$ cat src/rtl/cache_set_sched_pkg.sv
// Shared constants and types for the cache data-SRAM port scheduler.
package cache_set_sched_pkg;

    localparam int SET_W_DEF        = 9;
    localparam int BEATS_DEF        = 4;
    localparam int STARVE_LIMIT_DEF = 7;

    localparam logic [1:0] REQ_REFILL = 2'd0;
    localparam logic [1:0] REQ_PROBE  = 2'd1;
    localparam logic [1:0] REQ_CPU    = 2'd2;

    typedef enum logic {
        IDLE  = 1'b0,
        BURST = 1'b1
    } state_e;

endpackage

$ cat src/rtl/cache_set_sched_starve_counter.sv
// Saturating wait counter for one read requester; flags starvation at LIMIT.
module starve_counter
    import cache_set_sched_pkg::*;
#(
    parameter int LIMIT = STARVE_LIMIT_DEF
) (
    input  logic clock,
    input  logic reset,
    input  logic valid,
    input  logic fire,
    output logic starved
);

    localparam int CNT_W = $clog2(LIMIT + 1);
    localparam logic [CNT_W-1:0] CNT_MAX = CNT_W'(LIMIT);

    logic [CNT_W-1:0] cnt_q, cnt_d;

    always_comb begin
        // NOTE: every always_comb output gets a default first so no path can infer a latch.
        cnt_d = cnt_q;
        if (!valid || fire) begin
            cnt_d = '0;
        end else if (cnt_q != CNT_MAX) begin
            cnt_d = cnt_q + CNT_W'(1);
        end
    end

    // NOTE: state flops use non-blocking assignments so every flop samples pre-edge values.
    always_ff @(posedge clock) begin
        if (reset) begin
            cnt_q <= '0;
        end else begin
            cnt_q <= cnt_d;
        end
    end

    assign starved = (cnt_q == CNT_MAX);

endmodule

$ cat src/rtl/cache_set_sched.sv
// Arbitrates the single-port cache data SRAM between refill bursts, probe reads and CPU reads.
module cache_set_sched
    import cache_set_sched_pkg::*;
#(
    parameter int SET_W        = SET_W_DEF,
    parameter int BEATS        = BEATS_DEF,
    parameter int STARVE_LIMIT = STARVE_LIMIT_DEF
) (
    input  logic                       clock,
    input  logic                       reset,
    input  logic                       io_in_0_valid,
    output logic                       io_in_0_ready,
    input  logic [SET_W-1:0]           io_in_0_bits_set,
    input  logic                       io_in_1_valid,
    output logic                       io_in_1_ready,
    input  logic [SET_W-1:0]           io_in_1_bits_set,
    input  logic                       io_in_2_valid,
    output logic                       io_in_2_ready,
    input  logic [SET_W-1:0]           io_in_2_bits_set,
    output logic                       io_sram_en,
    output logic                       io_sram_wen,
    output logic [SET_W-1:0]           io_sram_set,
    output logic [$clog2(BEATS)-1:0]   io_sram_beat,
    output logic                       io_resp_valid,
    output logic [1:0]                 io_resp_id,
    output logic                       io_busy
);

    localparam int BEAT_W = $clog2(BEATS);
    localparam logic [BEAT_W-1:0] LAST_BEAT = BEAT_W'(BEATS - 1);

    state_e              state_q, state_d;
    logic                en_q, en_d;
    logic                wen_q, wen_d;
    logic [SET_W-1:0]    set_q, set_d;
    logic [BEAT_W-1:0]   beat_q, beat_d;
    logic [1:0]          rd_id_q, rd_id_d;
    logic                resp_valid_q, resp_valid_d;
    logic [1:0]          resp_id_q, resp_id_d;

    logic                starved_1, starved_2;
    logic                last_beat, port_free;
    logic                ok_0, ok_1, ok_2;
    logic [2:0]          gnt;

    // During a burst set_q still holds the burst set, so it doubles as the conflict reference.
    assign last_beat = (state_q == BURST) && (beat_q == LAST_BEAT);
    assign port_free = (state_q == IDLE);
    assign ok_0 = io_in_0_valid && port_free;
    assign ok_1 = io_in_1_valid && (port_free || (last_beat && (io_in_1_bits_set != set_q)));
    assign ok_2 = io_in_2_valid && (port_free || (last_beat && (io_in_2_bits_set != set_q)));

    always_comb begin
        gnt = '0;
        if (!reset) begin
            if (ok_1 && starved_1)      gnt[REQ_PROBE]  = 1'b1;
            else if (ok_2 && starved_2) gnt[REQ_CPU]    = 1'b1;
            else if (ok_0)              gnt[REQ_REFILL] = 1'b1;
            else if (ok_1)              gnt[REQ_PROBE]  = 1'b1;
            else if (ok_2)              gnt[REQ_CPU]    = 1'b1;
        end
    end

    assign io_in_0_ready = gnt[REQ_REFILL];
    assign io_in_1_ready = gnt[REQ_PROBE];
    assign io_in_2_ready = gnt[REQ_CPU];

    always_comb begin
        state_d = state_q;
        en_d    = 1'b0;
        wen_d   = 1'b0;
        set_d   = set_q;
        beat_d  = '0;
        rd_id_d = '0;
        case (state_q)
            IDLE: begin
                if (gnt[REQ_REFILL]) begin
                    state_d = BURST;
                    en_d    = 1'b1;
                    wen_d   = 1'b1;
                    set_d   = io_in_0_bits_set;
                end
            end
            BURST: begin
                if (last_beat) begin
                    state_d = IDLE;
                end else begin
                    en_d   = 1'b1;
                    wen_d  = 1'b1;
                    beat_d = beat_q + BEAT_W'(1);
                end
            end
            default: state_d = IDLE;
        endcase
        // A read granted in the final beat cycle issues right behind the burst.
        if (gnt[REQ_PROBE]) begin
            en_d    = 1'b1;
            set_d   = io_in_1_bits_set;
            rd_id_d = REQ_PROBE;
        end else if (gnt[REQ_CPU]) begin
            en_d    = 1'b1;
            set_d   = io_in_2_bits_set;
            rd_id_d = REQ_CPU;
        end
        resp_valid_d = en_q && !wen_q;
        resp_id_d    = resp_valid_d ? rd_id_q : 2'd0;
    end

    always_ff @(posedge clock) begin
        if (reset) begin
            state_q      <= IDLE;
            en_q         <= 1'b0;
            wen_q        <= 1'b0;
            set_q        <= '0;
            beat_q       <= '0;
            rd_id_q      <= '0;
            resp_valid_q <= 1'b0;
            resp_id_q    <= '0;
        end else begin
            state_q      <= state_d;
            en_q         <= en_d;
            wen_q        <= wen_d;
            set_q        <= set_d;
            beat_q       <= beat_d;
            rd_id_q      <= rd_id_d;
            resp_valid_q <= resp_valid_d;
            resp_id_q    <= resp_id_d;
        end
    end

    starve_counter #(.LIMIT(STARVE_LIMIT)) u_starve_1 (
        .clock   (clock),
        .reset   (reset),
        .valid   (io_in_1_valid),
        .fire    (gnt[REQ_PROBE]),
        .starved (starved_1)
    );

    starve_counter #(.LIMIT(STARVE_LIMIT)) u_starve_2 (
        .clock   (clock),
        .reset   (reset),
        .valid   (io_in_2_valid),
        .fire    (gnt[REQ_CPU]),
        .starved (starved_2)
    );

    assign io_sram_en    = en_q;
    assign io_sram_wen   = wen_q;
    assign io_sram_set   = set_q;
    assign io_sram_beat  = beat_q;
    assign io_resp_valid = resp_valid_q;
    assign io_resp_id    = resp_id_q;
    assign io_busy       = (state_q == BURST);

endmodule

$ cat config.mk
export PLATFORM = sky130hd
export DESIGN_NAME = cache_set_sched
export DESIGN_NICKNAME = d
export VERILOG_FILES = /design/src/rtl/cache_set_sched_pkg.sv /design/src/rtl/cache_set_sched_starve_counter.sv /design/src/rtl/cache_set_sched.sv
export SDC_FILE = /design/constraint.sdc
export NUM_CORES = 1
export LEC_CHECK = 0
export ABC_AREA = 1
export CAP_MARGIN = 20
export CORE_MARGIN = 4
export CORE_UTILIZATION = 46
export CTS_CLUSTER_SIZE = 25
export DETAILED_ROUTE_END_ITERATION = 8
export PLACE_DENSITY = 0.86
export SYNTH_ARGS = -nofsm -noshare
export SYNTH_HDL_FRONTEND = slang
export SYNTH_SLANG_ARGS = --single-unit
$ cat constraint.sdc
create_clock -name clock -period 1.75 [get_ports clock]
set_input_delay 0.175 -clock clock [delete_from_list [all_inputs] [get_ports clock]]
set_output_delay 0.175 -clock clock [all_outputs]
set_load 0.01 [all_outputs]
== After elaboration in Yosys (flattened, before gate mapping) ==
Cells that the tools add are included.

* Bitwise gates (word level): 2
* Multiplexer cells: 22
* Equality and inequality tests: 8
* Reduce and logical (&&, ||, !) cells: 23
* $add $sub $neg: 3

{| class="wikitable"
|+ Operators by type and width
! kind !! count
|-
| $mux W9 || 4
|-
| $ne A9 B9 Y1 || 2
|-
| $mux W1 || 13
|-
| $logic_and A1 B1 Y1 || 9
|-
| $reduce_or A2 Y1 || 4
|-
| $add A3 B1 Y3 const B || 2
|-
| $eq A3 B3 Y1 const B || 2
|-
| $mux W2 || 3
|-
| $ne A3 B3 Y1 const B || 2
|-
| $logic_or A1 B1 Y1 || 4
|-
| $logic_not A1 Y1 || 3
|-
| $mux W3 || 1
|-
| $ne A3 B1 Y1 const B || 1
|-
| $reduce_bool A3 Y1 || 1
|-
| $reduce_or A3 Y1 || 1
|-
| $add A2 B1 Y2 const B || 1
|-
| $eq A2 B2 Y1 const B || 1
|-
| $not A1 Y1 || 2
|-
| $pmux W1 S2 || 1
|-
| $reduce_and A2 Y1 || 1
|}

* Output and inout port bits: 20
* Input port bits: 32
* Logic and storage cells: 68
* Register bits: 24

== Depth between registers and ports, before layout ==
Gate-level depths: netlist (run 1).

* Word-level depth: 15
* Mapped depth: 15
* Mapped depth without buffers: 15

== By module ==
Synthesis (run 1) repeated with hierarchy kept, for this count alone.

* Cell total of the unflattened synthesis: 288
* Area total of the unflattened synthesis: 1684.1 µm²

{| class="wikitable"
|+ Modules (own cells, without submodules)
! module !! cells each !! seq. area each (µm²) !! area an instance (µm²) !! instances
|-
| cache_set_sched || 238 || 360.3 || 1338.8 || 1
|-
| starve_counter || 25 || 60.1 || 172.7 || 2
|}

== Worst setup path after synthesis (run 1) ==
Ideal clock, no wire load.

* Path type: reg-to-reg
* Start point: reg beat_q[0], in the netlist io_sram_beat[0]
* End point: reg set_q[0], in the netlist io_sram_set[0]
* Path buffers: 1
* Data required time: 1.639 ns
* Setup slack: 0.070 ns
* Stages on the path, launching flop included: 15
* Arrival time: 1.568 ns
* Library setup time: 0.111 ns
* Cell sequence: dfxtp_1 > ha_1 > inv_1 > nand2_1 > nand2_1 > o21bai_2 > nor2_2 > inv_1 > nand2_1 > nand2_2 > buf_4 > nand3_4 > nand2_1 > nor2_1 > nor2_1

* Longest elaborated chain between the ends: 13

{| class="wikitable"
|+ RTL lines
! what !! RTL line !! text
|-
| start, declared || cache_set_sched.sv:36 || <nowiki>logic [BEAT_W-1:0] beat_q, beat_d;</nowiki>
|-
| start signal, assigned || cache_set_sched.sv:124 || <nowiki>beat_q <= beat_d;</nowiki>
|-
| $eq A2 B2 Y1 (*) || cache_set_sched.sv:47 || <nowiki>assign last_beat = (state_q == BURST) && (beat_q == LAST_BEAT);</nowiki>
|-
| $logic_and A1 B1 Y1 (*) || cache_set_sched.sv:47 ||
|-
| $logic_and A1 B1 Y1 || cache_set_sched.sv:51 || <nowiki>assign ok_2 = io_in_2_valid && (port_free || (last_beat && (io_in_2_bits_set != set_q)));</nowiki>
|-
| $logic_or A1 B1 Y1 || cache_set_sched.sv:51 ||
|-
| $logic_and A1 B1 Y1 || cache_set_sched.sv:51 ||
|-
| $mux W1 || cache_set_sched.sv:60 || <nowiki>else if (ok_2) gnt[REQ_CPU] = 1'b1;</nowiki>
|-
| $mux W1 || cache_set_sched.sv:59 || <nowiki>else if (ok_1) gnt[REQ_PROBE] = 1'b1;</nowiki>
|-
| $mux W2 || cache_set_sched.sv:58 || <nowiki>else if (ok_0) gnt[REQ_REFILL] = 1'b1;</nowiki>
|-
| $mux W1 || cache_set_sched.sv:57 || <nowiki>else if (ok_2 && starved_2) gnt[REQ_CPU] = 1'b1;</nowiki>
|-
| $mux W1 || cache_set_sched.sv:56 || <nowiki>if (ok_1 && starved_1) gnt[REQ_PROBE] = 1'b1;</nowiki>
|-
| $mux W3 (*) || cache_set_sched.sv:55 || <nowiki>if (!reset) begin</nowiki>
|-
| $ne A3 B1 Y1 (no source line), or another cell as far along || n/a ||
|-
| $reduce_and A2 Y1 (no source line) / $mux W9 (equally long branches) || n/a ||
|-
| end signal, assigned || cache_set_sched.sv:123 || <nowiki>set_q <= set_d;</nowiki>
|-
| end, declared || cache_set_sched.sv:35 || <nowiki>logic [SET_W-1:0] set_q, set_d;</nowiki>
|}

Every way passes the cells marked *; elsewhere a longest branch is shown, timed or not.
A chain may end at the register's enable or synchronous reset.

== Worst setup path in the final report (run 1) ==
* Start point: in io_in_2_bits_set[5]
* End point: reg set_q[0], in the netlist io_sram_set[0]

* Longest elaborated chain between the ends: 12

{| class="wikitable"
|+ RTL lines
! what !! RTL line !! text
|-
| start, declared || cache_set_sched.sv:19 || <nowiki>input logic [SET_W-1:0] io_in_2_bits_set,</nowiki>
|-
| $ne A9 B9 Y1 (*) || cache_set_sched.sv:51 ||
|-
| $logic_and A1 B1 Y1 (*) || cache_set_sched.sv:51 ||
|-
| $logic_or A1 B1 Y1 (*) || cache_set_sched.sv:51 ||
|-
| $logic_and A1 B1 Y1 (*) || cache_set_sched.sv:51 ||
|-
| $mux W1 || cache_set_sched.sv:60 ||
|-
| $mux W1 || cache_set_sched.sv:59 ||
|-
| $mux W2 || cache_set_sched.sv:58 ||
|-
| $mux W1 || cache_set_sched.sv:57 ||
|-
| $mux W1 || cache_set_sched.sv:56 ||
|-
| $mux W3 (*) || cache_set_sched.sv:55 ||
|-
| $ne A3 B1 Y1 (no source line), or another cell as far along || n/a ||
|-
| $reduce_and A2 Y1 (no source line) / $mux W9 (equally long branches) || n/a ||
|}

Marked as above.

==> results by group, run 1 <==
Timing
  – Final clock skew: 0.00268 ns
  – Tcrit/Tclk final: 122%
  – Fmax: 468 MHz
  – Count of final max-slew check failures: 0
  – Hold violation count in the final report: 0
  – Setup repair after global routing missed its margin: yes
  – Post-layout min period: 2.14 ns
  – Worst Max-Slew Pin Slew: 0.339 ns
  – Relative slew margins: 77.4%
  – Final WS setup: -0.388 ns
  – Setup TNS: -4.80 ns
  – Final Setup Violations: 17

GRT
  – Grt total ovfl: 0
  – Largest net degree at the start of global routing: 21
  – Antenna violations before repair: 0
  – First-pass GRT wire length: 7690 µm
  – Number of global-route vias before repair: 1767
  – GRT Total Usage: 22.5%

Clocking
  – CTS Sinks: 24
  – # hold bufs at CTS: 0
  – Clk buf depth: 2
  – Clk slew on worst S/H paths: 0.12 ns
  – CTS tree: built
  – Worst-Skew Late Latency: 0.32 ns
  – CTS root buf: clkbuf_4
  – Htree depth: 1
  – Num CTS Buffers: 3

Final layout
  – Post-route cell area: 0.00266 mm²
  – Share of layout cells above drive strength 1: 29.0%
  – Most frequent cells in the layout: nand2_1, clkdlybuf4s50_1, nor2_1
  – Commonest non-fill, non-tap cell in the layout: nand2_1
  – Non-filler instance count after layout: 392
  – Finished Core Util: 84.4%
  – Area delta synth->final: 70.8%
  – Ant. Diodes: 0
  – Nets: 387

Floorplan
  – Number of top-level pins: 52
  – Die area: 0.00438 mm²
  – Core box area: 0.00315 mm²
  – Die width: 66.2 µm
  – Chip Height: 66.2 µm
  – Core Rows: 20
  – Initial Utilization: 49.4%

Min path
  – Hold Path Depth: 5
  – Hold/Removal Path Class: input pin to flip-flop

Pwr
  – Peak supply drop: 0.570 mV
  – Pwr Density: 616 mW/mm²
  – Pleak: 1.39 nW
  – Clock power frac: 15.0%
  – Reg power frac: 39.8%
  – Net Sw Frac: 35.0%
  – Total power: 1.64 mW
  – Sw power: 0.574 mW
  – Cell Int Power: 1.07 mW
  – Comb pwr share: 45.2%

Place
  – Placed cell area: 0.00229 mm²
  – Number of port buffers: 51
  – Half-perimeter wire length after placement: 3410 µm
  – Post-Place Cells: 375
  – Routability congestion estimate: 0.926

Synth
  – Post-Syn Area: 0.00156 mm²
  – Number of library cell types mapped by synthesis: 22
  – Seq cells post-synth: 24
  – Synth warnings: 0
  – Avg Cell Area, Syn: 6.04 µm²
  – Sequential share of the synthesized area: 30.8%
  – Cells after Synth: 258
  – Syn Nets: 295

Drt
  – Vias per Instance: 5.28
  – Initial DRC count: 170
  – Initial DRT Pass Iterations: 5
  – Via count: 2070
  – Post-DRT Antenna Nets: 0
  – Final wirelength: 6080 µm
  – Post-route DRC: 0
  – Wire per inst: 15.5 µm

Worst setup path
  – Setup Crit Path Kind: input pin to flip-flop
  – Critical path launch point type: input pin
  – Worst r2r path cells: 16
  – CP Max Fanout: 6
  – Crit path arrival time: 2.37 ns
  – Critical path endpoint category: flip-flop
  – Required @ worst endpoint: 1.98 ns

Run status
  – Status: finished with violations
  – Failing checks: setup timing

Flow run
  – Max_cap viols: 0
## flip-flops by register name (all words and copies together), names as in the netlist
register          flops
io_sram_wen           1
u_starve_2.cnt_q      3
io_resp_id            2
io_sram_beat          2
io_sram_en            1
io_sram_set           9
io_resp_valid         1
u_starve_1.cnt_q      3
rd_id_q               2
## layer usage
| metal | wire [µm] | track usage (%) | share of wire [%] |
|---|---|---|---|
| met5 | 0 | 0 | 0 |
| met2 | 3150 | 41.3 | 52 |
| met1 | 2250 | 26.8 | 37 |
| met4 | 162 | 5.84 | 2.7 |
| met3 | 508 | 3.74 | 8.4 |
## final cells by class
cell class / count / area [µm²]
Clock buffer: 3 / 22.5
Fill cell: 190 / 493
Sequential cell: 24 / 495
Timing Repair Buffer: 94 / 913
Inverter: 41 / 156
Multi-Input combinational cell: 186 / 1020
Tap cell: 44 / 55.1
## power groups by stage
| stage | sequential [mW] | clock (mW) | combinational [mW] |
|---|---|---|---|
| finish | 0.653 | 0.246 | 0.741 |
| global route | 0.659 | 0.270 | 0.791 |
| CTS | 0.643 | 0.242 | 0.626 |
| detailed placement | 0.652 | 0 | 0.586 |
| global placement | 0.650 | 0 | 0.575 |
| floorplan | 0.672 | 0 | 0.262 |
## repair_timing
item | in CTS | in global routing
endpoints found under the setup margin | 18 | 21
cloned | 0 | 4
setup buffers | 8 | 3
endpoints found under the hold margin | 0 | 0
pin swaps | 9 | 16
gates resized for setup | 38 | 42
## stage by stage
| step | hold slack, ns | worst slack (ns) |
|---|---|---|
| 5_1_grt | 0.276 | -0.468 |
| 3_5_place_dp | 0.403 | -0.572 |
| 2_1_floorplan | 0.340 | 0.0701 |
| 3_3_place_gp | 0.395 | -0.493 |
| 6_report | 0.245 | -0.388 |
| 4_1_cts | 0.421 | -0.310 |
## Yosys cell counts
library cell / instances / area (µm²)
nand2_1: 86 / 323
nor2_2: 2 / 12.5
nand3_1: 13 / 65.1
o21bai_2: 1 / 11.3
a21oi_1: 6 / 30.0
xor2_1: 5 / 43.8
inv_1: 34 / 128
o21ai_0: 3 / 15.0
dfxtp_1: 24 / 480
nor3_1: 2 / 10.0
nor2_1: 47 / 176
nand4_1: 8 / 50.1
buf_4: 2 / 15.0
a21boi_0: 1 / 7.51
nand3_4: 1 / 17.5
nand2_2: 1 / 6.26
clkinv_1: 1 / 3.75
inv_2: 6 / 22.5
buf_2: 4 / 20.0
xnor2_1: 4 / 35.0
ha_1: 5 / 62.6
buf_6: 2 / 22.5
## worst paths after layout
kind / start / endpoint / slack [ns]
setup / recovery: io_in_2_bits_set[5] / io_sram_set[0] / -0.39
hold / removal: io_in_1_bits_set[2] / io_sram_set[2] / 0.25
setup reg to reg: io_sram_set[7] / io_sram_set[0] / -0.38
hold reg to reg: rd_id_q[1] / io_resp_id[1] / 0.42
## critical path, cell delays in order
cell             delay [ns]
clkdlybuf4s50_1        0.53
inv_1                  0.09
nand2_1                0.09
nand2_1                0.08
nor3_2                 0.20
nand3_1                0.15
nand3_1                0.17
nand2_1                0.09
nand2_2                0.09
nand2_4                0.06
buf_4                  0.14
buf_12                 0.13
nand3_2                0.12
nand2_1                0.08
nor2_1                 0.12
nor2_1                 0.05
## cell families (layout without fill, tap and decap cells)
| kind of cell | after synthesis | count (layout) | share of synthesized area, % |
|---|---|---|---|
| simple gates | 160 | 161 | 42.4 |
| flops | 24 | 24 | 30.8 |
| xor+xnor | 9 | 9 | 5.06 |
| fa+ha+maj | 5 | 5 | 4.02 |
| compound gates | 11 | 11 | 4.10 |
| buf+inv | 49 | 138 | 13.6 |
No activity file was read; power rests on OpenSTA's default activity.
==> inputs of run 2 (changes only) <==
--- a/config.mk
+++ b/config.mk
@@ -7,11 +7,13 @@
 export LEC_CHECK = 0
 export ABC_AREA = 1
 export CAP_MARGIN = 20
+export CELL_PAD_IN_SITES_DETAIL_PLACEMENT = 0
+export CELL_PAD_IN_SITES_GLOBAL_PLACEMENT = 1
 export CORE_MARGIN = 4
-export CORE_UTILIZATION = 46
+export CORE_UTILIZATION = 30
 export CTS_CLUSTER_SIZE = 25
 export DETAILED_ROUTE_END_ITERATION = 8
-export PLACE_DENSITY = 0.86
+export PLACE_DENSITY = 0.85
 export SYNTH_ARGS = -nofsm -noshare
 export SYNTH_HDL_FRONTEND = slang
 export SYNTH_SLANG_ARGS = --single-unit
==> results by group, run 2 (same netlist as run 1, synthesis figures left out) <==
Run status
  – Status: finished with violations
  – Failing checks: setup timing

Clocking
  – CTS tree: built
  – Clk slew on worst S/H paths: 0.08 ns (-0.04 ns)
  – CTS Sinks: 24 (unchanged)
  – # hold bufs at CTS: 0 (unchanged)
  – Htree depth: 1 (unchanged)
  – Worst-Skew Late Latency: 0.27 ns (-0.05 ns)
  – Num CTS Buffers: 3 (unchanged)
  – CTS root buf: clkbuf_8
  – Clk buf depth: 2 (unchanged)

Final layout
  – Share of layout cells above drive strength 1: 30.7% (+1.7 points)
  – Max reg flops: 9 (unchanged)
  – Nets: 387 (unchanged)
  – Commonest non-fill, non-tap cell in the layout: nand2_1
  – Non-filler instance count after layout: 415 (+5.9%)
  – Ant. Diodes: 0 (unchanged)
  – Post-route cell area: 0.00277 mm² (+4.1%)
  – Area delta synth->final: 77.8%
  – Most frequent cells in the layout: nand2_1, nor2_1, clkdlybuf4s50_1

Timing
  – Count of final max-slew check failures: 0 (unchanged)
  – Final Setup Violations: 12 (-5)
  – Hold violation count in the final report: 0 (unchanged)
  – Final WS setup: -0.124 ns (+0.264 ns)
  – Final clock skew: 0.00449 ns (+0.00182 ns)
  – Relative slew margins: 77.3% (-0.099 points)
  – Post-layout min period: 1.87 ns (-0.264 ns)
  – Setup repair after global routing missed its margin: yes
  – Fmax: 534 MHz (+14%)
  – Worst Max-Slew Pin Slew: 0.340 ns (+0.00148 ns)
  – Tcrit/Tclk final: 107% (-15 points)

Floorplan
  – Core box area: 0.00488 mm² (+55%)
  – Initial Utilization: 31.9% (-17 points)
  – Die area: 0.00641 mm² (+46%)
  – Core Rows: 25 (+25%)
  – Chip Height: 80.1 µm (+21%)
  – Die width: 80.1 µm (+21%)
  – Number of top-level pins: 52 (unchanged)

Worst setup path
  – Crit path arrival time: 1.70 ns (-0.67 ns)
  – End of the critical path: io_in_1_ready
  – CP Max Fanout: 3 (-3)
  – FF-to-FF End: io_sram_set[4]
  – Critical path launch point type: input pin
  – Critical path endpoint category: output port
  – Required @ worst endpoint: 1.57 ns (-0.41 ns)
  – CP Launch Point: io_in_2_bits_set[2]
  – Setup Crit Path Kind: input pin to output port
  – Crit Reg-Reg Startpoint: io_sram_set[3]
  – Worst R2R Setup Slack: -0.09 ns (+0.29 ns)
  – Worst r2r path cells: 14 (-2)

Place
  – Routability congestion estimate: 0.794 (-14%)
  – Placed cell area: 0.00236 mm² (+2.9%)
  – Post-Place Cells: 403 (+7.5%)
  – DP Worst Slack: -0.548 ns (+0.0242 ns)
  – Half-perimeter wire length after placement: 3530 µm (+3.4%)
  – Number of port buffers: 51 (unchanged)

Drt
  – Post-route DRC: 0 (unchanged)
  – Wire per inst: 12.2 µm (-21%)
  – Vias per Instance: 4.42 (-16%)
  – Initial DRT Pass Iterations: 6 (+1)
  – Initial DRC count: 69 (-59%)
  – Final wirelength: 5080 µm (-16%)
  – Via count: 1835 (-11%)
  – Post-DRT Antenna Nets: 0 (unchanged)

Pwr
  – Peak supply drop: 0.425 mV (-25%)
  – Pleak: 1.49 nW (+7.3%)
  – Pwr Density: 616 mW/mm² (-0.12%)
  – Total power: 1.71 mW (+4.0%)

GRT
  – First-pass GRT wire length: 7590 µm (-1.3%)
  – Largest net degree at the start of global routing: 22 (+4.8%)
  – Grt total ovfl: 0 (unchanged)
  – GRT Total Usage: 14.9% (-7.6 points)
  – Number of global-route vias before repair: 1667 (-5.7%)
  – Antenna violations before repair: 0 (unchanged)

Flow run
  – Max_cap viols: 0 (unchanged)

Min path
  – Hold/Removal Path Class: input pin to flip-flop
-- run 2: cell count changes in the layout (fill, tap and decap cells not counted), sizes merged --
cell | before | now
clkdlybuf4s50 | 46 | 36
dlygate4sd2 | 0 | 3
dlymetal6s2s | 2 | 9
-- run 2: through the flow --
step / util [%] / TNS (ns) / hold slack (ns)
floorplan: - / 0 / 0.340
global placement: 48.3 / -8.42 / 0.395
detailed placement: 48.3 / -8.69 / 0.400
CTS: 50.4 / -1.67 / 0.397
global route: 56.8 / -2.90 / 0.247
finish: 56.8 / -0.869 / 0.229
-- run 2: worst min-delay path by stage --
| stage | start | end | slack [ns] | depth (start not counted) |
|---|---|---|---|---|
| 2_1_floorplan | io_in_1_bits_set[5] | io_sram_set[5] | 0.34 | 2 |
| 3_3_place_gp | rd_id_q[0] | io_resp_id[0] | 0.39 | 2 |
| 3_5_place_dp | rd_id_q[1] | io_resp_id[1] | 0.40 | 2 |
| 4_1_cts | io_in_1_bits_set[4] | io_sram_set[4] | 0.40 | 5 |
| 5_1_grt | io_in_1_bits_set[5] | io_sram_set[5] | 0.25 | 3 |
| 6_report | io_in_1_bits_set[5] | io_sram_set[5] | 0.23 | 3 |
-- run 2: routing by layer --
metal / GRT usage [%] / part of all wire [%]
met3: 2.58 / 4.4
met4: 4.05 / 1.7
met5: 0 / 0
met1: 19.2 / 45
met2: 25.7 / 49
-- run 2: final cells by class --
cell class / instances / area (µm²)
Clock buffer: 3 / 41.3
Inverter: 41 / 154
Sequential cell: 24 / 498
Multi-Input combinational cell: 186 / 1050
Fill cell: 461 / 2110
Tap cell: 67 / 83.8
Timing Repair Buffer: 94 / 945
-- run 2: power by group --
group	internal [mW]	total [mW]	leakage [nW]	switching, mW
clock	0.154	0.330	0.0216	0.175
combinational	0.393	0.724	1.26	0.331
sequential	0.603	0.652	0.201	0.0488
-- run 2: critical path, stage by stage --
cell and delay (ns):
clkdlybuf4s50_1 0.54, xnor2_2 0.13, nand2_1 0.08, nor2_1 0.13
nand3_1 0.14, nand3_2 0.12, nand2_2 0.06, nand2_2 0.08
nand2_4 0.08, inv_2 0.07, buf_6 0.10
-- run 2: timing repair --
item | 4_1_cts | 5_1_grt
pin swaps | 14 | 24
endpoints found under the setup margin | 18 | 21
cloned | 1 | 3
buffers inserted | 4 | 3
resized for setup | 32 | 66
